===== src/rtl/conv_noise_channel_pkg.sv =====
// rtl/conv_noise_channel_pkg.sv - shared generator constants, code type and noise mask for the channel model
// Contents:
//   code_t      : 2-bit code pair {c1,c0}
//   G0, G1      : generator taps applied to the window {b, s1, s0}
//   noise_mask  : error pattern for one symbol from its random word and the threshold
package conv_noise_channel_pkg;

  typedef logic [1:0] code_t;

  localparam logic [2:0] G0 = 3'b111;
  localparam logic [2:0] G1 = 3'b101;

  // A threshold of zero disables noise entirely; otherwise words below the
  // threshold corrupt the symbol. The low bits of the same word pick the pattern.
  function automatic code_t noise_mask(input logic [7:0] rand8, input logic [7:0] level8);
    code_t m;
    m = 2'b00;
    if ((level8 != 8'd0) && (rand8 < level8)) begin
      if (rand8[1:0] == 2'b00) m = 2'b11;
      else                     m = rand8[0] ? 2'b01 : 2'b10;
    end
    return m;
  endfunction

endpackage


===== src/rtl/conv_noise_channel_pipe_reg.sv =====
// rtl/conv_noise_channel_pipe_reg.sv - DEPTH-stage register chain with asynchronous active-low clear
// Ports:
//   i_clock  : rising-edge clock
//   i_rset   : asynchronous clear, active low
//   i_d      : W-bit data into the first stage
//   o_q      : W-bit data out of the last stage
module noise_pipe_reg
  #(
    parameter int W     = 1,
    parameter int DEPTH = 1
  )
  (
    input  logic         i_clock,
    input  logic         i_rset,
    input  logic [W-1:0] i_d,
    output logic [W-1:0] o_q
  );

  logic [W-1:0] r_pipe [DEPTH];

  always_ff @(posedge i_clock or negedge i_rset) begin
    if (!i_rset) begin
      for (int i = 0; i < DEPTH; i++) r_pipe[i] <= '0;
    end else begin
      r_pipe[0] <= i_d;
      for (int i = 1; i < DEPTH; i++) r_pipe[i] <= r_pipe[i-1];
    end
  end

  assign o_q = r_pipe[DEPTH-1];

endmodule


===== src/rtl/conv_noise_channel.sv =====
// rtl/conv_noise_channel.sv - K=3 rate-1/2 encoder, noise injector and aligned output pipeline
// Ports:
//   clock       : rising-edge clock
//   rset        : asynchronous reset, active low
//   in_valid    : qualifies data_in / rand_in
//   data_in     : original data bit
//   rand_in     : 8-bit random word for this bit's noise decision
//   error_level : noise threshold, quasi-static
//   out_valid   : outputs below are valid
//   b_out       : original bit, aligned with the code outputs
//   c_out       : clean code pair {c1,c0}
//   cx_out      : corrupted code pair
//   err_count   : saturating count of corrupted symbols since reset
module conv_noise_channel
  import conv_noise_channel_pkg::*;
  #(
    parameter int OUT_PIPE = 1,
    parameter int CNT_W    = 16
  )
  (
    input  logic             clock,
    input  logic             rset,
    input  logic             in_valid,
    input  logic             data_in,
    input  logic [7:0]       rand_in,
    input  logic [7:0]       error_level,
    output logic             out_valid,
    output logic             b_out,
    output code_t            c_out,
    output code_t            cx_out,
    output logic [CNT_W-1:0] err_count
  );

  // Stage 1: {v, b, r}
  logic        w_v1;
  logic        w_b1;
  logic [7:0]  w_r1;

  noise_pipe_reg #(.W(10), .DEPTH(1)) u_stage1 (
    .i_clock (clock),
    .i_rset  (rset),
    .i_d     ({in_valid, data_in, rand_in}),
    .o_q     ({w_v1, w_b1, w_r1})
  );

  // Encoder state: r_state[1] = previous bit (s1), r_state[0] = the one before (s0).
  logic [1:0] r_state;
  logic [2:0] w_window;
  code_t      w_code;

  assign w_window = {w_b1, r_state};
  assign w_code   = {^(w_window & G1), ^(w_window & G0)};

  always_ff @(posedge clock or negedge rset) begin
    if (!rset)     r_state <= 2'b00;
    else if (w_v1) r_state <= {w_b1, r_state[1]};
  end

  // Stage 2: {v, b, r, code}
  logic        w_v2;
  logic        w_b2;
  logic [7:0]  w_r2;
  code_t       w_c2;
  code_t       w_err;

  noise_pipe_reg #(.W(12), .DEPTH(1)) u_stage2 (
    .i_clock (clock),
    .i_rset  (rset),
    .i_d     ({w_v1, w_b1, w_r1, w_code}),
    .o_q     ({w_v2, w_b2, w_r2, w_c2})
  );

  assign w_err = noise_mask(w_r2, error_level);

  // Stage 3 and the OUT_PIPE chain are identical registers, so one chain of
  // depth 1+OUT_PIPE carries {v, b, c, cx} straight to the outputs.
  noise_pipe_reg #(.W(6), .DEPTH(1 + OUT_PIPE)) u_out_pipe (
    .i_clock (clock),
    .i_rset  (rset),
    .i_d     ({w_v2, w_b2, w_c2, w_c2 ^ w_err}),
    .o_q     ({out_valid, b_out, c_out, cx_out})
  );

  logic [CNT_W-1:0] r_err_cnt;

  always_ff @(posedge clock or negedge rset) begin
    if (!rset) begin
      r_err_cnt <= '0;
    end else if (w_v2 && (w_err != 2'b00) && (r_err_cnt != {CNT_W{1'b1}})) begin
      r_err_cnt <= r_err_cnt + 1'b1;
    end
  end

  assign err_count = r_err_cnt;

endmodule


===== config.mk =====
export PLATFORM = sky130hd
export DESIGN_NAME = conv_noise_channel
export DESIGN_NICKNAME = d
export VERILOG_FILES = /design/src/rtl/conv_noise_channel_pkg.sv /design/src/rtl/conv_noise_channel_pipe_reg.sv /design/src/rtl/conv_noise_channel.sv
export SDC_FILE = /design/constraint.sdc
export NUM_CORES = 1
export LEC_CHECK = 0
export CORE_UTILIZATION = 33
export CTS_CLUSTER_SIZE = 28
export DETAILED_ROUTE_END_ITERATION = 10
export PLACE_DENSITY = 0.56
export SYNTH_ARGS = -nofsm -noshare
export SYNTH_HDL_FRONTEND = slang
export SYNTH_SLANG_ARGS = --single-unit

===== constraint.sdc =====
create_clock -name clock -period 2.3 [get_ports clock]
set_input_delay 0.345 -clock clock [delete_from_list [all_inputs] [get_ports clock]]
set_output_delay 0.345 -clock clock [all_outputs]
set_load 0.02 [all_outputs]

==> metrics <==
Seq/Total Area, Yosys roughly 65%; Syn Inst Count 151; critical path data required time 2.54 ns; H-tree depth 2; layout cell share with drive strength beyond 1 15.8%; Routed met3 length 240 µm; Mapped Avg Cell Area 13.3 µm²; Hold Vio Cnt, Final 0; Slew headroom 75.5%; count of different cell masters after synthesis 30; Combinational Power Share 32.5%; Starting Density 34.2%; Final Worst Setup Slack 0.125 ns; worst skew pair latency ~0.31 ns; largest net degree at the start of global routing 23; number of max-cap violations 0; hpwl dp 2650 µm; DRT Pass-1 Iters 5; Hold Path Class flip-flop to flip-flop; Die Area 6420 µm²; # fillers 553; met2 WL post-DR 1840 µm; first-pass GRT wire length 6100 µm; Tightest Pin Transition 0.364 ns; CTS Buf Count 5; critical setup path kind input pin to flip-flop; sequential share of power 47.6%; Post-route DRC 0; arrival time of the worst setup path 2.41 ns; IO buf count 41; WL met1 1530 µm; max-slew violation count 0; root buf cell clkbuf_8; most frequent cells in the layout dfrtp_1 (52), clkdlybuf4s50_1 (39), xor2_1 (16); Clock Skew roughly 0.011 ns; routed len/inst 13.1 µm; final cycle utilization of the critical path between 90% and 100%; Bufs on Longest Clock Path 2; VDD IR-drop max 0.000658 V; #FFs+latches synth 52; power per cell area just over 1000 nW/µm²; post-DR vias/cell 4.73; status complete, no violations; total power 2.74 mW; Core Area ~6000 µm²; CTS sink count 52; Mapped Nets between 150 and 200; crit-path max FO 8; leakage 1.17 nW; Switching Share 34.8%; # setup viols final 0; Inserted Diodes 0; switching power 0.955 mW; clock share of power 19.9%; synth-to-layout area growth 32.8%; Min Clock Period, post-route 2.18 ns; ANT nets after route 0; grt ovf 0; Die Wd 80.1 µm; Synthesis Warnings 0; number of nets in the layout ~230; Post-Syn Area 2010 µm²; Place WS -0.302 ns; Vias 1311; Max Freq between 0.4 and 0.5 GHz; DR iter-0 viols 49; die extent in y 80.1 µm; startpoint types input pin; final RePlAce weighted congestion 0.776; P_int around 1.8 mW; uppermost layer routed met4; Ports 42; Post-Route WL 3620 µm; clk slew on worst S/H paths 0.10 ns; vias in the first global route 1337; RSZ-0062 raised after global routing false; worst hold path stage count 0; worst reg2reg path depth 7; number of cell rows 28; TritonCTS clock tree yes; number of antenna violations at the first check in global routing 0; gr usage total 12.3%; Setup crit end kind flip-flop; most common library cell in the layout ignoring fill and taps dfrtp_1
## what timing repair did
action / CTS / global route
setup endpoints to repair: 0 / 7
gates resized for setup: 0 / 8
endpoints found under the hold margin: 12 / 0
setup buffers: 0 / 0
hold buffers: 1 / 0
## stage by stage
| stage | cell area (µm²) | hold WS, ns | utilization [%] | setup TNS, ns | instances |
|---|---|---|---|---|---|
| 2_1_floorplan | 2010 | 0.0494 | - | 0 | 151 |
| 3_3_place_gp | 2520 | 0.261 | 42.9 | -2.41 | 268 |
| 3_5_place_dp | 2520 | 0.268 | 42.9 | -2.96 | 268 |
| 4_1_cts | 2630 | 0.346 | 44.7 | 0 | 277 |
| 5_1_grt | 2670 | 0.347 | 45.4 | 0 | 277 |
| 6_report | 2670 | 0.343 | 45.4 | 0 | 277 |
## logic make-up after synthesis
family,Yosys count,synth area share [%]
fa+ha+maj,8,4.97
xor+xnor,19,8.27
flops,52,64.6
buf+inv,16,4.16
mux,3,1.86
compound gates,7,2.73
simple gates,46,13.4
## critical path, cell delays in order
cell             delay, ns
clkdlybuf4s50_1       0.47
inv_1                 0.06
ha_1                  0.28
o21ai_1               0.07
o21ai_1               0.10
a211o_4               0.35
buf_4                 0.18
nor4_1                0.39
xor2_1                0.17
## cells in the mapped netlist
| library cell | number | area (µm²) |
|---|---|---|
| buf_4 | 4 | 30.0 |
| nand2_1 | 8 | 30.0 |
| nor4b_1 | 1 | 8.76 |
| nor4_1 | 5 | 31.3 |
| or3b_4 | 1 | 11.3 |
| buf_2 | 1 | 5.00 |
| a211o_4 | 1 | 17.5 |
| nor3_1 | 8 | 40.0 |
| nand3_1 | 2 | 10.0 |
| a21oi_1 | 2 | 10.0 |
| nor2_1 | 5 | 18.8 |
| a21boi_1 | 1 | 7.51 |
| xor2_1 | 16 | 140 |
| mux2_4 | 1 | 15.0 |
| dfrtp_1 | 52 | 1300 |
| inv_1 | 9 | 33.8 |
| buf_1 | 1 | 3.75 |
| nor3b_2 | 1 | 12.5 |
| ha_1 | 8 | 100 |
| mux2_2 | 2 | 22.5 |
| or3_1 | 1 | 6.26 |
| nand4_1 | 8 | 50.1 |
| and3_1 | 3 | 18.8 |
| nor4_2 | 2 | 25.0 |
| or2_2 | 1 | 6.26 |
| a41o_1 | 1 | 10.0 |
| xnor2_1 | 3 | 26.3 |
| o21ai_0 | 1 | 5.00 |
| o21ai_1 | 1 | 5.00 |
| buf_6 | 1 | 11.3 |
## routing by layer
layer	GRT usage, %	up-vias
met2	20.3	40
met1	15.2	652
met4	3.57	0
met5	0	-
met3	4.43	4
li1	-	615
## sequential cells by signal (all words and copies together) (netlist names)
| name | flops |
|---|---|
| u_out_pipe.o_q | 6 |
| r_state | 2 |
| u_stage1.o_q | 10 |
| u_out_pipe.r_pipe | 6 |
| err_count | 16 |
| u_stage2.o_q | 12 |
## power by group through the flow
stage	clock network, mW	logic [mW]	registers [mW]
floorplan	0	0.343	1.43
finish	0.545	0.891	1.31
global route	0.613	0.956	1.34
global placement	0	0.863	1.31
CTS	0.572	0.883	1.31
detailed placement	0	0.874	1.32
## path summary, 6_finish.rpt
check | start | end | slack, ns
min | u_out_pipe.r_pipe[11]$_DFF_PN0_ | u_out_pipe.o_q[5]$_DFF_PN0_ | 0.34
max in group asynchronous | rset | u_stage2.o_q[10]$_DFF_PN0_ | 1.26
min in group asynchronous | rset | err_count[2]$_DFFE_PN0P_ | 0.46
max reg2reg | u_stage2.o_q[3]$_DFF_PN0_ | err_count[10]$_DFFE_PN0P_ | 0.25
max | error_level[2] | err_count[10]$_DFFE_PN0P_ | 0.12
min reg2reg | u_out_pipe.r_pipe[11]$_DFF_PN0_ | u_out_pipe.o_q[5]$_DFF_PN0_ | 0.34
## cell type report
class	instances	area, µm²	area share [%]
flip-flops and latches	52	1300	48.7
repair buffers	50	478	17.9
clock inverters	3	28.8	1.08
multi-input cells	83	669	25.0
well taps	75	93.8	3.51
inverters	9	33.8	1.26
clock buffers	5	68.8	2.57
Note: power is estimated with default switching activity, not from simulation.
